--- src/rtl/seg7_scan_if.sv ---
// Bus bundle between the display driver and whatever feeds it.
// The master side supplies the word and the status controls; the slave side
// (the scan engine) returns the multiplexed display drive plus its scan
// position, which is exposed so checkers can bind to the internal state.
interface seg7_scan_if;
    logic [31:0] value;       // word to display
    logic        dp_flag;     // light decimal point on digit 0
    logic        blank_lz;    // enable leading-zero blanking
    logic [7:0]  an;          // digit enables, active-low
    logic [6:0]  seg;         // segments {g,f,e,d,c,b,a}, active-low
    logic        dp;          // decimal point, active-low
    logic        frame;       // one-cycle pulse after a shadow reload
    logic [2:0]  dbg_idx;     // current digit index (state)
    logic [31:0] dbg_shadow;  // currently latched display word (state)

    modport master (
        output value, dp_flag, blank_lz,
        input  an, seg, dp, frame, dbg_idx, dbg_shadow
    );

    modport slave (
        input  value, dp_flag, blank_lz,
        output an, seg, dp, frame, dbg_idx, dbg_shadow
    );
endinterface

--- src/rtl/seg7_scan.sv ---
// Eight-digit common-anode seven-segment scanner.
// One digit is enabled at a time for SCAN_DIV cycles. The displayed word is
// copied into a shadow register only when the scan wraps from digit 7 to
// digit 0, so a single frame never mixes two different values.
// Handshake: there is no valid/ready pair; value is sampled only on the
// frame-wrap tick and ignored otherwise, while dp_flag/blank_lz are sampled
// every cycle. SCAN_DIV must be at least 2.
module seg7_scan #(
    parameter int SCAN_DIV = 100000
) (
    input  logic         clk,
    input  logic         rst,
    seg7_scan_if.slave   bus
);

    localparam int CNT_W = (SCAN_DIV > 2) ? $clog2(SCAN_DIV) : 1;
    localparam logic [CNT_W-1:0] CNT_MAX = CNT_W'(SCAN_DIV - 1);
    localparam logic [2:0]       IDX_LAST = 3'd7;

    // Hex nibble to active-low segment pattern {g,f,e,d,c,b,a}.
    function automatic logic [6:0] hex_to_seg(input logic [3:0] nib);
        logic [6:0] s;
        case (nib)
            4'h0:    s = 7'b1000000;
            4'h1:    s = 7'b1111001;
            4'h2:    s = 7'b0100100;
            4'h3:    s = 7'b0110000;
            4'h4:    s = 7'b0011001;
            4'h5:    s = 7'b0010010;
            4'h6:    s = 7'b0000010;
            4'h7:    s = 7'b1111000;
            4'h8:    s = 7'b0000000;
            4'h9:    s = 7'b0010000;
            4'hA:    s = 7'b0001000;
            4'hB:    s = 7'b0000011;
            4'hC:    s = 7'b1000110;
            4'hD:    s = 7'b0100001;
            4'hE:    s = 7'b0000110;
            default: s = 7'b0001110;
        endcase
        return s;
    endfunction

    // Scan state
    logic [CNT_W-1:0] cnt_q,    cnt_d;
    logic [2:0]       idx_q,    idx_d;
    logic [31:0]      shadow_q, shadow_d;

    // Registered display outputs
    logic [7:0]       an_q,     an_d;
    logic [6:0]       seg_q,    seg_d;
    logic             dp_q,     dp_d;
    logic             frame_q,  frame_d;

    // Decode helpers
    logic             tick;
    logic             wrap;
    logic [4:0]       bit_base;
    logic [3:0]       nib;
    logic [31:0]      upper_mask;
    logic             blank;

    // Divider tick, frame wrap and the nibble/blank decode for the current digit.
    always_comb begin
        tick       = (cnt_q == CNT_MAX);
        wrap       = tick && (idx_q == IDX_LAST);
        bit_base   = {idx_q, 2'b00};
        nib        = shadow_q[bit_base +: 4];
        // Covers nibbles idx..7: the digit is a leading zero only if all of
        // them are zero. Digit 0 always shows, so a zero word reads "0".
        upper_mask = 32'hFFFF_FFFF << bit_base;
        blank      = bus.blank_lz && (idx_q != 3'd0) &&
                     ((shadow_q & upper_mask) == 32'h0);
    end

    // Next-state for divider, digit index, shadow word and frame pulse.
    always_comb begin
        cnt_d    = cnt_q + CNT_W'(1);
        idx_d    = idx_q;
        shadow_d = shadow_q;
        frame_d  = 1'b0;
        if (tick) begin
            cnt_d = '0;
            idx_d = idx_q + 3'd1;
        end
        if (wrap) begin
            shadow_d = bus.value;
            frame_d  = 1'b1;
        end
    end

    // Next display drive, computed from the state before this edge so the
    // outputs lag the scan state by exactly one cycle.
    always_comb begin
        an_d  = 8'hFF;
        seg_d = 7'h7F;
        dp_d  = 1'b1;
        if (!blank) begin
            an_d  = ~(8'h01 << idx_q);
            seg_d = hex_to_seg(nib);
        end
        if (bus.dp_flag && (idx_q == 3'd0)) begin
            dp_d = 1'b0;
        end
    end

    // Scan state registers; reset restarts the frame at digit 0.
    always_ff @(posedge clk) begin
        if (rst) begin
            cnt_q    <= '0;
            idx_q    <= 3'd0;
            shadow_q <= 32'h0;
        end else begin
            cnt_q    <= cnt_d;
            idx_q    <= idx_d;
            shadow_q <= shadow_d;
        end
    end

    // Output registers; reset blanks the display and drops any pending frame pulse.
    always_ff @(posedge clk) begin
        if (rst) begin
            an_q    <= 8'hFF;
            seg_q   <= 7'h7F;
            dp_q    <= 1'b1;
            frame_q <= 1'b0;
        end else begin
            an_q    <= an_d;
            seg_q   <= seg_d;
            dp_q    <= dp_d;
            frame_q <= frame_d;
        end
    end

    assign bus.an         = an_q;
    assign bus.seg        = seg_q;
    assign bus.dp         = dp_q;
    assign bus.frame      = frame_q;
    assign bus.dbg_idx    = idx_q;
    assign bus.dbg_shadow = shadow_q;

endmodule

--- src/flat_wrapper.sv ---
// flat-port wrapper written by rule: the top's interface ports become plain ports
module seg7_scan_flat 
#(
    parameter int SCAN_DIV = 100000
)
  (clk, rst, bus_value, bus_dp_flag, bus_blank_lz, bus_an, bus_seg, bus_dp, bus_frame, bus_dbg_idx, bus_dbg_shadow);
  seg7_scan_if bus_i ();
  input  logic clk;
  input  logic rst;
  input wire logic [$bits(bus_i.value)-1:0] bus_value;
  input wire logic [$bits(bus_i.dp_flag)-1:0] bus_dp_flag;
  input wire logic [$bits(bus_i.blank_lz)-1:0] bus_blank_lz;
  output wire logic [$bits(bus_i.an)-1:0] bus_an;
  output wire logic [$bits(bus_i.seg)-1:0] bus_seg;
  output wire logic [$bits(bus_i.dp)-1:0] bus_dp;
  output wire logic [$bits(bus_i.frame)-1:0] bus_frame;
  output wire logic [$bits(bus_i.dbg_idx)-1:0] bus_dbg_idx;
  output wire logic [$bits(bus_i.dbg_shadow)-1:0] bus_dbg_shadow;
  assign bus_i.value = bus_value;
  assign bus_i.dp_flag = bus_dp_flag;
  assign bus_i.blank_lz = bus_blank_lz;
  assign bus_an = bus_i.an;
  assign bus_seg = bus_i.seg;
  assign bus_dp = bus_i.dp;
  assign bus_frame = bus_i.frame;
  assign bus_dbg_idx = bus_i.dbg_idx;
  assign bus_dbg_shadow = bus_i.dbg_shadow;
  seg7_scan #(.SCAN_DIV(SCAN_DIV)) u_core (.clk(clk), .rst(rst), .bus(bus_i));
endmodule
--- config.mk ---
export PLATFORM = sky130hd
export DESIGN_NAME = seg7_scan_flat
export DESIGN_NICKNAME = d
export VERILOG_FILES = /design/src/rtl/seg7_scan_if.sv /design/src/rtl/seg7_scan.sv /design/src/flat_wrapper.sv
export SDC_FILE = /design/constraint.sdc
export NUM_CORES = 1
export LEC_CHECK = 0
export BUFFER_PORTS_ARGS = -buffer_cell sky130_fd_sc_hd__buf_2
export CORE_MARGIN = 5
export CORE_UTILIZATION = 25
export CTS_BUF_LIST = sky130_fd_sc_hd__clkbuf_4 sky130_fd_sc_hd__clkbuf_8 sky130_fd_sc_hd__clkbuf_16
export DETAILED_ROUTE_END_ITERATION = 10
export PLACE_DENSITY = 0.45
export SETUP_SLACK_MARGIN = 0.4
export SYNTH_ARGS = -nofsm -noshare
export SYNTH_HDL_FRONTEND = slang
export SYNTH_SLANG_ARGS = --single-unit
--- constraint.sdc ---
create_clock -name clk -period 5.85 [get_ports clk]
set_clock_uncertainty 0.1 [all_clocks]
set_input_delay 0.585 -clock clk [delete_from_list [all_inputs] [get_ports clk]]
set_output_delay 0.585 -clock clk [all_outputs]
set_load 0.05 [all_outputs]
======== After elaboration in Yosys (flattened, before gate mapping) ========
Memory sizes are Yosys's and may differ from the RTL's. A register that Yosys moved wholly into a read port is not among the register bits.
Index checks and enable logic that the tools add are counted.
operators by class
  reduce and logical (&&, ||, !) cells .... 9
  bitwise operators ....................... 2
  shift-type cells ........................ 3
  div/mod/pow operators ................... 0
  mux-type cells .......................... 2
  $lt $le $gt $ge ......................... 0
  equality and inequality tests ........... 2
  multiply operators ...................... 0
  add/subtract/negate cells ............... 2
operators with widths
  operator                                            count
  AND 32 bit                                          1
  logical NOT 32 bit                                  1
  variable part select 32 x 6 -> 4 bit                1
  left shift 32 x 5 -> 32 bit (first input constant)  1
  adder 17 x 1 -> 17 bit (second input constant)      1
  == test 17 bit (second input constant)              1
  NOT 8 bit                                           1
  left shift 1 x 3 -> 8 bit (first input constant)    1
  logical AND 1 bit                                   4
  OR reduction 2 bit                                  2
  adder 3 x 1 -> 3 bit (second input constant)        1
  == test 3 bit (second input constant)               1
  logical NOT 3 bit                                   1
  nonzero test 3 bit                                  1
  two-way mux 1 bit                                   2
storage, ports and cells
  bits in registers ....................... 62
  memory bits (read-only) ................. 112
  bits in latches ......................... 0
  memories kept ........................... 1
  output and inout bits ................... 52
  bits in writable memories ............... 0
  logic and storage cells ................. 27
memory list
  name             depth  bits a word  read ports  clocked after Yosys merged registers in  wr ports  RTL line         RTL
  (no name shown)  16     7            1           1                                        0         seg7_scan.sv:23  case (nib)

======== Longest topological paths before layout ========
  depth in word-level cells ............... 5
  mapped depth ............................ 10

======== Least setup slack after synthesis ========
OpenSTA, ideal clock, no wires.
  kind .................................... flip-flop to flip-flop
  start point ............................. register u_core.idx_q[1], in the netlist u_core.bus.dbg_idx[1]
  end point ............................... register u_core.seg_q[0], in the netlist u_core.bus.seg[0]
  arrival time ............................ 2.350 ns
  period minus slack after synthesis ...... 2.580 ns
  cell stages (with the launch flop) ...... 9
  setup time .............................. 0.130 ns
  path slack .............................. 3.270 ns
  data required time ...................... 5.620 ns
  path buffers ............................ 1
  cells stage by stage .................... dfxtp_1 > buf_6 > mux4_2 > nand2_1 > nand2_1 > ha_1 > or3_1 > o221ai_1 > nand2_1
on the way
  cells in the longest elaborated chain, start to end .. 5
  elaborated cells on any way between the ends .. 8
  those cells by class .................... 2 x shift; 1 x bitwise; 5 x reduce/logical
RTL lines
  element                       RTL line          RTL
  from (decl)                   seg7_scan.sv:46   logic [2:0] idx_q, idx_d;
  from (signal assigned)        seg7_scan.sv:115  idx_q <= idx_d;
  left shift 32 x 5 -> 32 bit   seg7_scan.sv:71   upper_mask = 32'hFFFF_FFFF << bit_base;
  AND 32 bit                    seg7_scan.sv:73   ((shadow_q & upper_mask) == 32'h0);
  logical NOT 32 bit            seg7_scan.sv:73
  logical AND 1 bit             seg7_scan.sv:72   blank = bus.blank_lz && (idx_q != 3'd0) &&
  OR reduction 2 bit (no line)  --
  to (decl)                     seg7_scan.sv:51   logic [6:0] seg_q, seg_d;
Several ways; a longest one is shown, not always the timed one.
A chain may end at the register's enable or synchronous reset.

======== Final worst setup path ========
  start point ............................. register u_core.idx_q[1], in the netlist u_core.bus.dbg_idx[1]
  end point ............................... register u_core.shadow_q[30], in the netlist u_core.bus.dbg_shadow[30]
on the way
  cells in the longest elaborated chain, start to end .. 2
RTL lines
  element               RTL line          RTL
  == test 3 bit         seg7_scan.sv:66   wrap = tick && (idx_q == IDX_LAST);
  logical AND 1 bit     seg7_scan.sv:66
  to (signal assigned)  seg7_scan.sv:116  shadow_q <= shadow_d;
  to (decl)             seg7_scan.sv:47   logic [31:0] shadow_q, shadow_d;
Every way passes these cells.

==> flow_summary.json <==
{
  "synth_edf_count": 0,
  "fillers": 1324,
  "cts_root_buf": "clkbuf_16",
  "drive_gt1_share_pct": 27.71,
  "hp-class": "register to register",
  "met2_usage_pct": 18.65,
  "cp-start-kind": "register",
  "pre_cts_ws_ns": 3.025,
  "seq_area_frac_synth_pct": 44.53,
  "slew_headroom_pct": 16.39,
  "grt_usage_pct": 11.94,
  "cp-end-kind": "register",
  "fp-row-count": 40,
  "drv_slew": 0,
  "antenna_found_initial": 0,
  "cp_max_fo": 32,
  "worst-slew-pin-transition_ns": 1.251,
  "worstPathRequired_ns": 5.93,
  "yosysWarnings": 0,
  "yosys.area.top_type": "dfxtp_1",
  "synthTopCellsByArea": "dfxtp_1 45%, nand2_1 9.9%, a21oi_1 6.3%",
  "syn_inst": 350,
  "powerDensity_nw_per_um2": 278.9,
  "syn_avg_cell_area_um2": 8.862,
  "fp.coreArea_um2": 12110,
  "die_y_um": 121.4,
  "clkLatencyLatePin_ns": 0.33,
  "tns_ns": 0,
  "synthArstFlopShare_pct": 0,
  "ys.flop_type": "dfxtp_1",
  "drtAntennaViolNets": 0,
  "grt-busiest-layer": "met2",
  "register_area_um2": 1381,
  "num-nets-final": 478,
  "hold_viol": 0,
  "period_share_pct": 48.03,
  "yosysMostFrequentCell": "nand2_1",
  "grtUsageMet1_pct": 15.56,
  "path_clk_slew_ns": 0.06,
  "ys_top_cells_by_count": "82 x nand2_1, 69 x dfxtp_1, 39 x a21oi_1",
  "setup_ws_ns": 3.040,
  "numPortBuffers": 87,
  "rsz0062_at_grt": "false",
  "wl_per_cell_um": 14.15,
  "outcome": "finished, final reports clean",
  "num_vias": 2693,
  "synth_cell_types": 39,
  "yosys_register_bits": 69,
  "met3_usage_pct": 2.984,
  "die_area_um2": 14730,
  "hold_buffers": 0,
  "cts_tree": "done",
  "critPathArrivalTime_ns": 2.89,
  "wirelength_mm": 8.507,
  "area_delta_synth_final_pct": 27.31,
  "io_pins": 88,
  "maxCapViolCount": 0,
  "post-route-min-period_ns": 2.810,
  "syn_area_um2": 3102,
  "p_leak_nw": 1.592,
  "yosysTopAreaCellShare_pct": 44.53,
  "multiInputGateArea_um2": 1555,
  "grt_pass1_vias": 2698,
  "numCtsBuffers": 9,
  "grt_overflow_total": 0,
  "post_cts_resized": 0,
  "grt_max_degree": 41,
  "drc": 0,
  "setup_viol": 0,
  "finalWeightedCongestion": 0.8357,
  "cts.sinks": 69,
  "grt_pass1_wl_mm": 13.87,
  "critPathKind": "register to register",
  "drt-pass1-iter-count": 4,
  "ctsLongestPathBuffers": 2,
  "die_w_um": 121.4,
  "num_antenna_cells": 0,
  "drtIter0Drc": 78,
  "start_util_pct": 25.61,
  "cts_setup_buffers": 0,
  "whs_ns": 0.3460,
  "place_hpwl_mm": 6.285,
  "vdd_drop_max_mv": 0.1735,
  "htreeDepth": 3,
  "fmax_ghz": 0.3559,
  "syn-num-nets": 400,
  "viasPerCell": 4.481
}
==> worst paths after layout <==
| check | startpoint | slack, ns | endpoint | depth (start not counted) |
|---|---|---|---|---|
| setup / recovery | u_core.bus.dbg_idx[1]$_SDFFE_PP0P_ | 3.04 | u_core.bus.dbg_shadow[30]$_SDFFE_PP0P_ | 5 |
| setup reg to reg | u_core.bus.dbg_idx[1]$_SDFFE_PP0P_ | 3.04 | u_core.bus.dbg_shadow[30]$_SDFFE_PP0P_ | 5 |
| hold / removal | u_core.cnt_q[0]$_SDFF_PP0_ | 0.35 | u_core.cnt_q[0]$_SDFF_PP0_ | 1 |
| hold reg to reg | u_core.cnt_q[0]$_SDFF_PP0_ | 0.35 | u_core.cnt_q[0]$_SDFF_PP0_ | 1 |
==> cell usage in the layout (no fill, tap or decap), drive strengths merged, types with 2 or more instances in the layout <==
cell type / instances
a21oi: 39
and2: 3
and3: 3
and4: 2
buf: 87
bufinv: 2
clkbuf: 10
clkinv: 3
dfxtp: 69
ha: 14
inv: 11
mux2: 3
mux2i: 3
mux4: 8
nand2: 82
nand2b: 2
nand3: 14
nand4: 4
nor2: 29
nor3: 3
nor4: 7
o211ai: 5
o221ai: 3
or4: 2
xnor2: 12
xor2: 5
==> cell type report <==
cell class	count	area share (%)
Inverter	11	1.046
Multi-Input combinational cell	250	39.39
Clock inverter	6	2.186
Sequential cell	69	34.98
Clock buffer	10	6.052
Tap cell	168	5.323
Timing Repair Buffer	87	11.03
==> report_power, final <==
group | leakage [nW] | internal [mW] | switching [mW]
Sequential | 0.559 | 0.475 | 0.00186
Combinational | 0.874 | 0.0137 | 0.0262
Clock | 0.158 | 0.384 | 0.201
==> per-stage QoR <==
stage	power (mW)	util (%)	instances	area, µm²
after floorplan	0.5091	-	350	3102
after global placement	0.5267	29.92	585	3623
after detailed placement	0.5274	29.92	585	3623
after CTS	1.118	32.60	601	3949
after global routing	1.142	32.60	601	3949
final	1.101	32.60	601	3949
==> critical path: stages (launching register included) <==
cell	delay [ns]
dfxtp_1	0.74
ha_1	0.30
ha_1	0.22
nand3_1	0.88
nand2_1	0.32
a21oi_1	0.09
==> logic make-up (layout without fill, tap and decap cells) <==
| group | after synthesis | after routing | synth area share (%) |
|---|---|---|---|
| and+or+nand+nor | 156 | 156 | 22.55 |
| DFF | 69 | 69 | 44.53 |
| AOI/OAI and AO/OA | 49 | 49 | 8.875 |
| buffers and inverters | 31 | 114 | 5.324 |
| xor gates and xnor gates | 17 | 17 | 4.800 |
| adders and majority gates | 14 | 14 | 5.648 |
| muxes | 14 | 14 | 8.269 |
==> layer usage <==
layer  up-vias  wire (µm)
li1       1346          -
met1      1273       4017
met2        65       3895
met3         9        448
met4         0        146
met5         -          0
==> registers in the layout, indices dropped and copies added (netlist names) <==
signal	count
u_core.bus.dp	1
u_core.bus.dbg_idx	3
u_core.bus.an	8
u_core.cnt_q	17
u_core.bus.dbg_shadow	32
u_core.bus.frame	1
u_core.bus.seg	7
Power figures use the tool's default switching activity.
